<file path="src/rtl/graphics_pixel_writer.sv">
// graphics_pixel_writer
//
// Purpose:
//   Turns a stream of pixels (x, y, color) into linear frame-buffer word
//   writes. Accepted pixels are converted to addr = FB_BASE + y*H_RES + x,
//   which is truncated to FB_ADDR_WIDTH. The address and color are buffered
//   in a small FIFO, and the FIFO head is issued as single-word Avalon-MM
//   writes. The FIFO absorbs waitrequest stalls so that the generator
//   upstream is not throttled by them.
//
// Optional feature (macro GRAPHICS_PIXEL_WRITER_CLIP_EN):
//   A beat outside the H_RES x V_RES screen is accepted but dropped.
//   clip_count counts the dropped beats and saturates at 16'hFFFF.
//   Without the macro every beat is written, and the clip_count port does
//   not exist.
//
// Ports:
//   clk              system clock
//   reset            synchronous, active-high reset (acts regardless of clken)
//   clken            clock enable; all state advances only when high
//   st_ready         sink ready (depends on the registered count only)
//   st_data          pixel as {x, y, color}: x in the top COORD_DATA_WIDTH bits,
//                    then y, then color in the low COLOR_DATA_WIDTH bits
//   st_valid         sink valid
//   avm_address      frame-buffer word address (registered)
//   avm_writedata    pixel color (registered)
//   avm_write        write request (registered, high while the FIFO is non-empty)
//   avm_waitrequest  slave stall
//   busy             high while any accepted pixel is not yet written
//   clip_count       clipped-beat counter (CLIP_EN builds only)

module graphics_pixel_writer #(
    parameter int unsigned H_RES            = 640,
    parameter int unsigned V_RES            = 480,
    parameter int unsigned FB_BASE          = 0,
    parameter int unsigned FB_ADDR_WIDTH    = 19,
    parameter int unsigned FIFO_DEPTH       = 4,
    parameter int unsigned COORD_DATA_WIDTH = 16,
    parameter int unsigned COLOR_DATA_WIDTH = 16
) (
    input  logic                                            clk,
    input  logic                                            reset,
    input  logic                                            clken,
    output logic                                            st_ready,
    input  logic [2*COORD_DATA_WIDTH+COLOR_DATA_WIDTH-1:0]  st_data,
    input  logic                                            st_valid,
    output logic [FB_ADDR_WIDTH-1:0]                        avm_address,
    output logic [COLOR_DATA_WIDTH-1:0]                     avm_writedata,
    output logic                                            avm_write,
    input  logic                                            avm_waitrequest,
    output logic                                            busy
`ifdef GRAPHICS_PIXEL_WRITER_CLIP_EN
    ,
    output logic [15:0]                                     clip_count
`endif
);

    localparam int unsigned PTR_W = (FIFO_DEPTH > 1) ? $clog2(FIFO_DEPTH) : 1;
    localparam int unsigned CNT_W = $clog2(FIFO_DEPTH + 1);
    localparam logic [CNT_W-1:0] DEPTH_C = CNT_W'(FIFO_DEPTH);
    localparam int unsigned DW = 2 * COORD_DATA_WIDTH + COLOR_DATA_WIDTH;

    if (FIFO_DEPTH < 2 || (FIFO_DEPTH & (FIFO_DEPTH - 1)) != 0 || H_RES == 0 || V_RES == 0)
    begin : g_bad_param
        $error("graphics_pixel_writer: FIFO_DEPTH must be a power of 2 >= 2, resolution nonzero");
    end

    logic [COORD_DATA_WIDTH-1:0] w_x;
    logic [COORD_DATA_WIDTH-1:0] w_y;
    logic [COLOR_DATA_WIDTH-1:0] w_color;
    logic [FB_ADDR_WIDTH-1:0]    w_addr;
    logic                        w_clip;
    logic                        w_accept;
    logic                        w_push;
    logic                        w_pop;
    logic [PTR_W-1:0]            w_rd_ptr_nxt;
    logic [CNT_W-1:0]            w_count_nxt;
    logic [FB_ADDR_WIDTH-1:0]    w_head_addr;
    logic [COLOR_DATA_WIDTH-1:0] w_head_color;

    logic [FB_ADDR_WIDTH-1:0]    r_mem_addr  [FIFO_DEPTH];
    logic [COLOR_DATA_WIDTH-1:0] r_mem_color [FIFO_DEPTH];
    logic [PTR_W-1:0]            r_wr_ptr;
    logic [PTR_W-1:0]            r_rd_ptr;
    logic [CNT_W-1:0]            r_count;
    logic                        r_avm_write;
    logic [FB_ADDR_WIDTH-1:0]    r_avm_address;
    logic [COLOR_DATA_WIDTH-1:0] r_avm_writedata;

    assign w_x     = st_data[DW-1 -: COORD_DATA_WIDTH];
    assign w_y     = st_data[COLOR_DATA_WIDTH +: COORD_DATA_WIDTH];
    assign w_color = st_data[COLOR_DATA_WIDTH-1:0];

    // Modular arithmetic: computing in FB_ADDR_WIDTH bits gives the same
    // result as computing at full precision and then truncating.
    assign w_addr = FB_ADDR_WIDTH'(FB_BASE)
                  + FB_ADDR_WIDTH'(w_y) * FB_ADDR_WIDTH'(H_RES)
                  + FB_ADDR_WIDTH'(w_x);

`ifdef GRAPHICS_PIXEL_WRITER_CLIP_EN
    assign w_clip = (32'(w_x) >= H_RES) || (32'(w_y) >= V_RES);
`else
    assign w_clip = 1'b0;
`endif

    assign st_ready = !reset && (r_count < DEPTH_C);
    assign w_accept = clken && st_valid && st_ready;
    assign w_push   = w_accept && !w_clip;
    assign w_pop    = clken && r_avm_write && !avm_waitrequest;

    assign w_rd_ptr_nxt = w_pop ? r_rd_ptr + PTR_W'(1) : r_rd_ptr;

    always_comb begin
        w_count_nxt = r_count;
        if (w_push && !w_pop) begin
            w_count_nxt = r_count + CNT_W'(1);
        end else if (!w_push && w_pop) begin
            w_count_nxt = r_count - CNT_W'(1);
        end
    end

    // The next head can only coincide with the slot being written when the
    // incoming pixel is the sole valid entry, so forward it past the RAM.
    always_comb begin
        w_head_addr  = r_mem_addr[w_rd_ptr_nxt];
        w_head_color = r_mem_color[w_rd_ptr_nxt];
        if (w_push && (r_wr_ptr == w_rd_ptr_nxt)) begin
            w_head_addr  = w_addr;
            w_head_color = w_color;
        end
    end

    // Storage is not reset; emptiness is tracked by r_count alone.
    always_ff @(posedge clk) begin
        if (w_push) begin
            r_mem_addr[r_wr_ptr]  <= w_addr;
            r_mem_color[r_wr_ptr] <= w_color;
        end
    end

    always_ff @(posedge clk) begin
        if (reset) begin
            r_wr_ptr        <= '0;
            r_rd_ptr        <= '0;
            r_count         <= '0;
            r_avm_write     <= 1'b0;
            r_avm_address   <= '0;
            r_avm_writedata <= '0;
        end else if (clken) begin
            if (w_push) begin
                r_wr_ptr <= r_wr_ptr + PTR_W'(1);
            end
            r_rd_ptr    <= w_rd_ptr_nxt;
            r_count     <= w_count_nxt;
            r_avm_write <= (w_count_nxt != '0);
            // When the FIFO drains, the last address and data stay on the bus.
            if (w_count_nxt != '0) begin
                r_avm_address   <= w_head_addr;
                r_avm_writedata <= w_head_color;
            end
        end
    end

`ifdef GRAPHICS_PIXEL_WRITER_CLIP_EN
    logic [15:0] r_clip_count;

    always_ff @(posedge clk) begin
        if (reset) begin
            r_clip_count <= '0;
        end else if (w_accept && w_clip && (r_clip_count != 16'hFFFF)) begin
            r_clip_count <= r_clip_count + 16'd1;
        end
    end

    assign clip_count = r_clip_count;
`endif

    assign avm_write     = r_avm_write;
    assign avm_address   = r_avm_address;
    assign avm_writedata = r_avm_writedata;
    assign busy          = (r_count != '0);

endmodule

</file>
<file path="config.mk">
export PLATFORM = sky130hd
export DESIGN_NAME = graphics_pixel_writer
export DESIGN_NICKNAME = d
export VERILOG_FILES = /design/src/rtl/graphics_pixel_writer.sv
export SDC_FILE = /design/constraint.sdc
export NUM_CORES = 1
export LEC_CHECK = 0
export CORE_MARGIN = 5
export CORE_UTILIZATION = 40
export DETAILED_ROUTE_END_ITERATION = 8
export GPL_TIMING_DRIVEN = 0
export HOLD_SLACK_MARGIN = 0.02
export PLACE_DENSITY_LB_ADDON = 0.1
export REMOVE_ABC_BUFFERS = 1
export SLEW_MARGIN = 40
export SYNTH_ARGS = -nofsm -noshare
export SYNTH_HDL_FRONTEND = slang
export SYNTH_SLANG_ARGS = --single-unit
export TNS_END_PERCENT = 10
</file>
<file path="constraint.sdc">
create_clock -name clk -period 4.4 [get_ports clk]
set_clock_uncertainty 0.2 [all_clocks]
set_input_delay 0.88 -clock clk [delete_from_list [all_inputs] [get_ports clk]]
set_output_delay 0.88 -clock clk [all_outputs]
set_load 0.05 [all_outputs]
</file>
==> results of run 1 <==
worst reg2reg max path, cell delays in order (launching register included):
cell	delay, ns
dfxtp_1	0.36
and4bb_1	0.62
nor2_4	0.10
mux2_2	0.29
a21oi_2	0.18
o21a_4	0.62
o211ai_1	0.21
o211a_1	0.17
logic make-up after synthesis:
group	Yosys count	synth area share [%]
simple gates	64	4.54
buf+inv	39	2.79
compound gates	122	8.49
fa+ha+maj	36	5.67
flops	183	61.7
xor+xnor	21	2.47
mux	72	14.4
metal layers:
metal	vias to the layer above	track usage, %
met5	-	0
met4	0	5.13
met3	11	3.42
met2	100	25.5
met1	2361	17.6
li1	2289	-
layout make-up:
class	count	area, um^2
flip-flops and latches	183	5060
fillers	1707	10100
inverters	16	60.1
well taps	270	338
clock inverters	9	115
multi-input cells	315	2970
clock buffers	23	488
repair buffers	99	1100
metrics by stage:
| step | setup TNS (ns) | cell area [um^2] |
|---|---|---|
| 3_3_place_gp | -79.81 | 9240 |
| 3_5_place_dp | -0.781 | 9520 |
| 6_report | 0 | 10100 |
| 4_1_cts | 0 | 10100 |
| 2_1_floorplan | 0 | 8040 |
| 5_1_grt | 0 | 10100 |
power by group through the flow:
stage,clock network (mW),registers [mW],logic [mW]
2_1_floorplan,0,2.20,0.383
5_1_grt,1.66,2.02,0.886
3_5_place_dp,0,2.05,0.817
3_3_place_gp,0,2.05,0.787
6_report,1.53,2.01,0.815
4_1_cts,1.57,2.02,0.822
cell usage after synthesis (all sizes together) (2+ instances only):
cell type | instances | area (um^2)
mux4 | 35 | 807
o211a | 2 | 20.0
nor2 | 18 | 77.6
a21o | 5 | 37.5
nand3 | 4 | 20.0
edfxtp | 140 | 4200
ha | 34 | 425
nor3 | 2 | 10.0
o21ai | 40 | 204
inv | 16 | 60.1
xnor2 | 14 | 123
o211ai | 2 | 15.0
buf | 19 | 154
fa | 2 | 40.0
and2b | 2 | 17.5
nor4 | 3 | 18.8
clkbuf | 4 | 15.0
a31oi | 2 | 12.5
o21a | 3 | 23.8
mux2i | 36 | 360
nand2b | 7 | 43.8
nand2 | 13 | 56.3
a211oi | 4 | 30.0
and2 | 5 | 31.3
dfxtp | 43 | 861
a21oi | 55 | 279
xor2 | 7 | 80.1
repair_timing:
| item | 4_1_cts | 5_1_grt |
|---|---|---|
| hold buffers | 0 | 0 |
| resized for setup | 0 | 1 |
| setup endpoints to repair | 0 | 1 |
sequential cells by signal, summed over array words and instances (netlist names):
name           flops
avm_address       19
avm_write          1
avm_writedata     16
r_count            3
r_mem_addr        76
r_mem_color       64
r_rd_ptr           2
r_wr_ptr           2
final timing paths:
kind | start | end | cells after the start
hold reg to reg | avm_address[18] | avm_address[18] | 2
hold / removal | avm_address[18] | avm_address[18] | 2
setup / recovery | st_data[17] | r_mem_addr[2][18] | 13
setup reg to reg | r_count[2] | avm_address[15] | 7
==> results.json, run 1 <==
{
  "synthCells": 537,
  "setup_ws_ns": 0.311,
  "num_rows": 52,
  "hpwlAfterDp_um": 10900,
  "crit_chain": "clkdlybuf4s50_1 > ha_1 > ha_1 > inv_1 > fa_1 > inv_1 > ha_1 > and2_1 > a221oi_1 > a21oi_1 > nand3b_1 > and3b_1 > xor2_1",
  "clkPwrFrac_pct": 35.1,
  "fp.dieArea_um2": 23500,
  "globalplace.congestion": 0.752,
  "r2r_slack_ns": 1.53,
  "worst-slew-pin-transition_ns": 0.758,
  "cts.sinks": 183,
  "p_comb_share_pct": 18.7,
  "criticalPathCategory": "in2reg",
  "hold_path_class": "reg2reg",
  "critPathRequiredTime_ns": 4.35,
  "synth_seq_cells": 183,
  "finalSetupViolCount": 0,
  "synth_cell_types": 59,
  "p_sw_mw": 1.16,
  "cp_common_cell": "ha_1",
  "path_buf_inv": 3,
  "avgViaCountPerCell": 5.20,
  "slew_headroom_pct": 49.4,
  "rsz0062_at_grt": "no",
  "hold_slack_ns": 0.328,
  "h-tree-depth": 4,
  "antenna_found_initial": 0,
  "power.density_nw_per_um2": 430,
  "dp.cells": 883,
  "yosysSeqAreaShare_pct": 61.7,
  "vias": 4761,
  "highest_layer": "met4",
  "avgSynthCellArea_um2": 15.3,
  "synth-edff-count": 140,
  "report.final.slew_viol_count": 0,
  "coreArea_um2": 20200,
  "grt_pass1_wl_um": 26700,
  "instances_no_fill": 915,
  "wire_per_inst_um": 18.1,
  "start_kind": "input port",
  "vdd_drop_max_v": 0.000201,
  "internal_power_mw": 3.20,
  "period_share_pct": 92.9,
  "io_pins": 91,
  "cts_made_buffers": 17,
  "ys_async_sr_fraction_pct": 0,
  "drtIter0Drc": 345,
  "p_leak_nw": 3.77,
  "finalPower_mw": 4.36,
  "area_delta_synth_final_pct": 23.4,
  "cts_setup_buffers": 0,
  "fin_util_pct": 50.1,
  "die_x_um": 153,
  "clock_path_buffers": 2,
  "final_cell_mix": "edfxtp_1 (140), clkdlybuf4s50_1 (86), a21oi_1 (54)",
  "cpPeakStageDelay_ns": 0.47,
  "clk_pin_slew_ns": 0.07,
  "firstDrtPassIters": 4,
  "layout-drive-gt1-share_pct": 14.0,
  "drc": 0,
  "crit_family": "adder cells",
  "grt_max_degree": 70,
  "outcome": "completed",
  "final_common_cell": "edfxtp_1",
  "grt.total_usage_pct": 14.5,
  "seqPwrFrac_pct": 46.2,
  "synth_warnings": 0,
  "grt_pass1_vias": 4937,
  "ant_nets": 0,
  "hold_viol": 0,
  "yosys_most_used_dff": "edfxtp_1",
  "cts-root-buf": "clkbuf_16",
  "syn_area_um2": 8210,
  "crit_fanout": 4,
  "initial_core_util_pct": 40.6,
  "worstSetupEndpointType": "register",
  "min_period_ns": 4.09,
  "grt-ovfl-total": 0,
  "cts_tree": "built",
  "routed_wl_um": 16500,
  "drv_cap": 0,
  "fmax_mhz": 245,
  "sw_frac_of_total_pct": 26.5,
  "clock_latency_ns": 0.43,
  "place_ws_ns": -0.150,
  "antenna_cells": 0,
  "cpMaxStageDelayCell": "fa_1",
  "arrival_ns": 4.04,
  "wl_met2_um": 8510,
  "num-nets-final": 721,
  "port_buffers": 86,
  "wl_met3_um": 681,
  "wl_met1_um": 7130,
  "die_h_um": 153
}
No activity file was read; power rests on OpenSTA's default activity.
==> inputs of run 2 (changes only) <==
Settings changed: PLACE_DENSITY set to 0.6, PLACE_DENSITY_LB_ADDON 0.1 to not set.
==> results.json, run 2 (same netlist as run 1, synthesis figures left out) <==
{
  "hold_buffers": 0,
  "port_buffers": 86,
  "wl_met3_um": 731,
  "report.final.slew_viol_count": 0,
  "clk_pin_slew_ns": 0.06,
  "wire_per_inst_um": 18.2,
  "layout-drive-gt1-share_pct": 13.4,
  "cts-root-buf": "clkbuf_16",
  "setup_ws_ns": 0.297,
  "cts_made_buffers": 17,
  "crit_fanout": 6,
  "outcome": "completed",
  "die_h_um": 153,
  "dpl_cell_area_um2": 9540,
  "hold_path_class": "reg2reg",
  "hold_slack_ns": 0.323,
  "cts_setup_buffers": 0,
  "cts_tree": "built",
  "min_period_ns": 4.10,
  "avgViaCountPerCell": 5.26,
  "critPathRequiredTime_ns": 4.42,
  "p_leak_nw": 3.77,
  "drtIter0Drc": 248,
  "hpwlAfterDp_um": 11100,
  "cts.sinks": 183,
  "final_cell_mix": "edfxtp_1 (140), clkdlybuf4s50_1 (86), a21oi_1 (54)",
  "grt_pass1_vias": 5070,
  "antenna_found_initial": 0,
  "cts_resized": 0,
  "grt-ovfl-total": 0,
  "final_common_cell": "edfxtp_1",
  "die_x_um": 153,
  "grt.total_usage_pct": 14.5,
  "wl_met2_um": 8040,
  "place_ws_ns": -0.185,
  "dp.cells": 882,
  "instances_no_fill": 914,
  "ant_nets": 0,
  "fin_util_pct": 50.1,
  "clock_path_buffers": 2,
  "power.density_nw_per_um2": 429,
  "io_pins": 91,
  "largest_reg_flops": 76,
  "fin_area_um2": 10100,
  "drc": 0,
  "criticalPathCategory": "in2reg",
  "vias": 4810,
  "coreArea_um2": 20200,
  "start_kind": "input port",
  "h-tree-depth": 4,
  "period_share_pct": 93.2,
  "routed_wl_um": 16700,
  "antenna_cells": 0,
  "worstSetupEndpointType": "register",
  "fmax_mhz": 244,
  "drv_cap": 0,
  "worst-slew-pin-transition_ns": 0.764,
  "grt_max_degree": 70,
  "finalPower_mw": 4.35,
  "hold_viol": 0,
  "wl_met1_um": 7620,
  "rsz0062_at_grt": "no",
  "clock_latency_ns": 0.42,
  "r2r_slack_ns": 1.58,
  "globalplace.congestion": 0.769,
  "num-nets-final": 720,
  "largest_register": "r_mem_addr",
  "arrival_ns": 4.12,
  "num_rows": 52,
  "slew_headroom_pct": 49.0,
  "initial_core_util_pct": 40.6,
  "highest_layer": "met4",
  "fp.dieArea_um2": 23500,
  "vdd_drop_max_v": 0.000285,
  "grt_pass1_wl_um": 26900,
  "tns_ns": 0,
  "area_delta_synth_final_pct": 23.4,
  "finalSetupViolCount": 0,
  "firstDrtPassIters": 5
}
==> run 2: path summary, 6_finish.rpt <==
kind | start | to | cells past startpoint
setup / recovery | st_data[17] | r_mem_addr[3][18] | 14
hold / removal | avm_write | avm_write | 2
setup reg to reg | r_count[2] | avm_address[15] | 7
hold reg to reg | avm_write | avm_write | 2
==> run 2: area by class of cell <==
| cell class | count | area [um^2] |
|---|---|---|
| Timing Repair Buffer | 98 | 1110 |
| Clock inverter | 10 | 128 |
| Inverter | 16 | 60.1 |
| Clock buffer | 22 | 464 |
| Tap cell | 270 | 338 |
| Multi-Input combinational cell | 315 | 2970 |
| Sequential cell | 183 | 5060 |
| Fill cell | 1685 | 10100 |
==> run 2: metal layers <==
layer | up-vias | GRT usage, %
met4 | 0 | 4.96
met3 | 19 | 3.42
li1 | 2274 | -
met1 | 2410 | 19.3
met5 | - | 0
met2 | 107 | 23.6
==> run 2: worst max-delay path: stages <==
cell,delay [ns]
clkdlybuf4s50_1,0.46
ha_1,0.31
ha_1,0.18
inv_1,0.06
fa_1,0.40
nor2b_1,0.19
o31a_1,0.18
a21oi_1,0.06
ha_1,0.40
nand4_1,0.12
a21oi_1,0.14
nand3b_1,0.19
and3b_1,0.26
xor2_1,0.29
==> run 2: report_power, final <==
| part | switching (mW) | leakage [nW] | internal [mW] |
|---|---|---|---|
| clock network | 0.599 | 0.285 | 0.917 |
| registers | 0.0325 | 1.62 | 1.98 |
| logic | 0.502 | 1.87 | 0.319 |
==> edit 1, RTL diff (config.mk and constraints of run 1) <==
Add a define of `GRAPHICS_PIXEL_WRITER_CLIP_EN`.
--- a/src/rtl/graphics_pixel_writer.sv
+++ b/src/rtl/graphics_pixel_writer.sv
@@ -29,4 +29,6 @@
 //   busy             high while any accepted pixel is not yet written
 //   clip_count       clipped-beat counter (CLIP_EN builds only)
+
+`define GRAPHICS_PIXEL_WRITER_CLIP_EN
 
 module graphics_pixel_writer #(
Check against the original RTL (old outputs only; new: clip_count): not equivalent (a bounded check fails within 4 cycles, from zero or initial values and one cycle with reset high).
==> edit 1 against run 1 <==
- total power up 11%
- sequential share of layout area down 1.4 points
- critical endpoint is now avm_address[16]
- global-route usage up 0.51 points
- wire length up 12%
- critical path depth up 1
- via count up 14%
- combinational power up 34%
- final area up 9.4%
- fmax down 1.8%
- setup slack worse by 0.076 ns
- sequential cell count up 16
- largest cell class unchanged
- area after synthesis up 8.2%
==> edit 1: results (changes against run 1) <==
[placed_design]
post-place-ws_ns=-0.272  ; was -0.150 ns
place_area_sq_um=10400  ; was 9520 sq um
port_buffers=106  ; was 86
routabilityCongestion=0.799  ; was 0.752
place_hpwl_microns=12800  ; was 10900 microns

[drt]
drc=0  ; unchanged
drt_iter0_drc=302  ; was 345
firstDrtPassIters=4  ; unchanged
via_count=5413  ; was 4761
wl_per_cell_microns=17.7  ; was 18.1 microns

[synth]
synth.distinct_cells=48  ; was 59
muxShareOfSynthArea_pct=9.67  ; was 14.4%
synthTopCellsByCount=140 x edfxtp_1, 77 x nand2_1, 75 x nor2_1, 59 x dfxtp_1  ; was 140 x edfxtp_1, 54 x a21oi_1, 43 x dfxtp_1, 37 x o21ai_0, 36 x mux2i_1
synth_compound_area_share_pct=8.55  ; was 8.49%
synth-async-reset-ratio_pct=0  ; unchanged
synth_edf_count=140  ; unchanged
synth_warnings=0  ; unchanged
synth.top_cells.by_area=edfxtp_1 47%, dfxtp_1 13%, mux4_2 8.9%, ha_1 4.9%, a311oi_2 3.4%  ; was edfxtp_1 51%, dfxtp_1 10%, mux4_2 8.2%, ha_1 5.2%, mux2i_1 4.4%
synthAdderAreaFrac_pct=5.38  ; was 5.67%
yosysSeqAreaShare_pct=60.6  ; was 61.7%
post_synth_xor_area_fraction_pct=3.52  ; was 2.47%

[sta]
tightest_slew_ns=0.605  ; was 0.758 ns

[clocking]
htree_levels=4  ; unchanged
cts_buffer_depth=2  ; unchanged
post_cts_resized=0  ; unchanged
cts-buffers-inserted=17  ; unchanged
clock_latency_ns=0.43  ; about the same
root_buffer=clkbuf_16  ; unchanged
clkTransAtPathRegs_ns=0.07  ; about the same

[critical_path]
cpPeakStageDelay_ns=0.47  ; about the same
cp_max_fo=5  ; was 4
rr_worst_depth=9  ; was 7
critPathArrivalTime_ns=4.31  ; was 4.04 ns
cpMaxStageDelayCell=fa_1  ; unchanged

[global_route]
grt_pass1_wl_microns=30400  ; was 26700 microns
antenna_found_initial=0  ; unchanged
globalRouteTotalUtil_pct=15.1  ; was 14.5%
grt_pass1_vias=5672  ; was 4937
grt_start_max_net_pins=40  ; was 70

[finish]
antenna_cells=0  ; unchanged
drive_above_1_share_pct=15.5  ; was 14.0%
top_register=r_mem_addr  ; unchanged
final_net_count=844  ; was 721
num-fill-cells=1865  ; was 1707
largest_reg_flops=76  ; unchanged

[power]
p_leak_uw=0.00380  ; was 0.00377 uW
ir_drop_mv=0.232  ; was 0.201 mV

[min_path]
hold_path_depth=2  ; unchanged

[outcome]
outcome=finished clean  ; unchanged

## edit 1: logic make-up (layout without fill, tap and decap cells)
kind of cell | after synthesis | in the layout
xor+xnor | 34 | 34
fa+ha+maj | 37 | 37
compound gates | 87 | 87
mux | 42 | 42
simple gates | 198 | 198
buf+inv | 46 | 170
flops | 199 | 199
## edit 1: per-stage QoR
step | cells | utilization (%) | hold WS, ns
6_report | 1047 | 50.8 | 0.300
3_5_place_dp | 1014 | 47.9 | 0.286
5_1_grt | 1047 | 50.8 | 0.322
4_1_cts | 1046 | 50.7 | 0.302
3_3_place_gp | 1000 | 46.5 | 0.281
2_1_floorplan | 614 | - | 0.312
## edit 1: final cells by class
type / count / share of cell area [%]
Clock buffer: 17 / 3.84
Clock inverter: 15 / 1.67
Tap cell: 280 / 3.16
Timing Repair Buffer: 121 / 11.9
Inverter: 17 / 0.576
Sequential cell: 199 / 48.6
Multi-Input combinational cell: 398 / 30.2
## edit 1: path summary, 6_finish.rpt
kind	startpoint	slack, ns	endpoint
min reg2reg	avm_address[8]	0.30	avm_address[8]
max reg2reg	r_count[2]	1.38	avm_address[15]
min	avm_address[8]	0.30	avm_address[8]
max	st_data[17]	0.24	avm_address[16]
## edit 1: critical path, delay by kind of cell
family                     cells  cell delay [ns]
and+or+nand+nor                1             0.10
xor gates and xnor gates       1             0.29
buffers and inverters          3             0.57
adders and majority gates      4             1.29
AOI/OAI and AO/OA              5             1.17
## edit 1: metal layers
metal / vias to the layer above / share of wire [%] / global-route usage (%)
met4: 0 / 1.3 / 4.58
met1: 2657 / 43 / 19.0
met2: 107 / 52 / 26.6
met3: 19 / 4.1 / 2.59
met5: - / 0 / 0
li1: 2630 / - / -
## edit 1: report_power, final
| part | switching [uW] | internal [uW] |
|---|---|---|
| clock network | 748 | 818 |
| registers | 48.6 | 2140 |
| logic | 670 | 420 |
| total | 1470 | 3370 |
==> edit 2, RTL diff (config.mk and constraints of run 1) <==
Made on the original files. Change the parameter `FIFO_DEPTH` from 4 to 8.
--- a/src/rtl/graphics_pixel_writer.sv
+++ b/src/rtl/graphics_pixel_writer.sv
@@ -35,5 +35,5 @@
     parameter int unsigned FB_BASE          = 0,
     parameter int unsigned FB_ADDR_WIDTH    = 19,
-    parameter int unsigned FIFO_DEPTH       = 4,
+    parameter int unsigned FIFO_DEPTH       = 8,
     parameter int unsigned COORD_DATA_WIDTH = 16,
     parameter int unsigned COLOR_DATA_WIDTH = 16
Behaviour: not the same (Yosys sat finds a counterexample within 10 cycles, from zero or initial values and one cycle with reset high).
==> edit 2 against run 1 <==
- fmax shrank 1.7%
- highest routed layer unchanged
- critical path type unchanged
- area after synthesis grew 69%
- core utilization grew 0.16 points
- sequential power grew 80%
- final area grew 71%
- total power grew 83%
- via count grew 69%
- wire length grew 89%
- register-to-register slack lost 0.44 ns
- sequential cell count grew 143
- setup slack lost 0.069 ns
==> edit 2: results (changes against run 1) <==
[min_path]
hold_start=avm_address[12]  ; was avm_address[18]

[finish]
clock_buffers=56  ; was 23
seq_area_share_pct=53.9  ; was 50.0%
final_net_count=1142  ; was 721
largest_reg_flops=152  ; was 76
instances_no_fill=1536  ; was 915
drive_above_1_share_pct=21.6  ; was 14.0%
multi_input_area_sq_um=4450  ; was 2970 sq um
clkCellAreaFrac_pct=6.75  ; was 5.95%
buffer_area_share_pct=9.94  ; was 10.8%

[global_route]
grt_use_met1_pct=21.3  ; was 17.6%
grt_pass1_wl_microns=49400  ; was 26700 microns
grt_util_met2_pct=28.4  ; was 25.5%
grt_pass1_vias=8471  ; was 4937
globalRouteTotalUtil_pct=16.4  ; was 14.5%
gr-usage-met3_pct=3.01  ; was 3.42%

[placed_design]
place_area_sq_um=16000  ; was 9520 sq um

[clocking]
clock_latency_ns=0.50  ; was 0.43 ns
cts-buffers-inserted=36  ; was 17

[sta]
tightest_slew_ns=0.943  ; was 0.758 ns
fin_hold_ws_ns=0.267  ; was 0.328 ns

[synth]
yosysSeqAreaShare_pct=67.1  ; was 61.7%
yosys.area.top_type_share_pct=60.5  ; was 51.2%
muxShareOfSynthArea_pct=11.4  ; was 14.4%
synth_edf_count=280  ; was 140
synth_cells=902  ; was 537
synth.top_cells.by_area=edfxtp_1 61%, dfxtp_1 6.6%, mux2_2 5.1%, mux2i_1 4.8%, ha_1 2.9%  ; was edfxtp_1 51%, dfxtp_1 10%, mux4_2 8.2%, ha_1 5.2%, mux2i_1 4.4%

[drt]
wl_met1_microns=13600  ; was 7130 microns
drt_iter0_drc=352  ; was 345
wl_met3_microns=1310  ; was 681 microns

[critical_path]
r2r_end=avm_writedata[3]  ; was avm_address[15]
cpMaxStageDelayCell=clkdlybuf4s50_1  ; was fa_1
r2r-start=avm_write  ; was r_count[2]

[floorplan]
tapCellCount=455  ; was 270

[outcome]
outcome=finished clean  ; unchanged

[power]
ir_drop_mv=0.259  ; was 0.201 mV
p_leak_uw=0.00635  ; was 0.00377 uW
pwr-share-clk_pct=37.0  ; was 35.1%

edit 2: worst max-delay path by stage:
stage           startpoint                 to  slack (ns)  cells past startpoint
2_1_floorplan        reset   r_mem_addr[0][0]       -1.10                      2
3_3_place_gp         reset  r_mem_color[0][6]       -6.41                      3
3_5_place_dp   st_data[17]    avm_address[18]       -0.66                     17
4_1_cts        st_data[17]    avm_address[16]       -0.04                     16
5_1_grt        st_data[18]    avm_address[16]       0.003                     14
6_report       st_data[17]    avm_address[18]        0.24                     18
edit 2: what timing repair did:
item | in CTS | in global routing
endpoints found under the setup margin | 2 | 28
buffers inserted | 0 | 4
pin swaps | 0 | 4
gates resized for setup | 1 | 10
edit 2: stage by stage:
step	setup TNS [ns]	power, uW
after floorplan	-105.65	4570
after global placement	-1295.96	5000
after detailed placement	-13.86	5040
after CTS	-0.0359	8020
after global routing	0	8320
final	0	7990
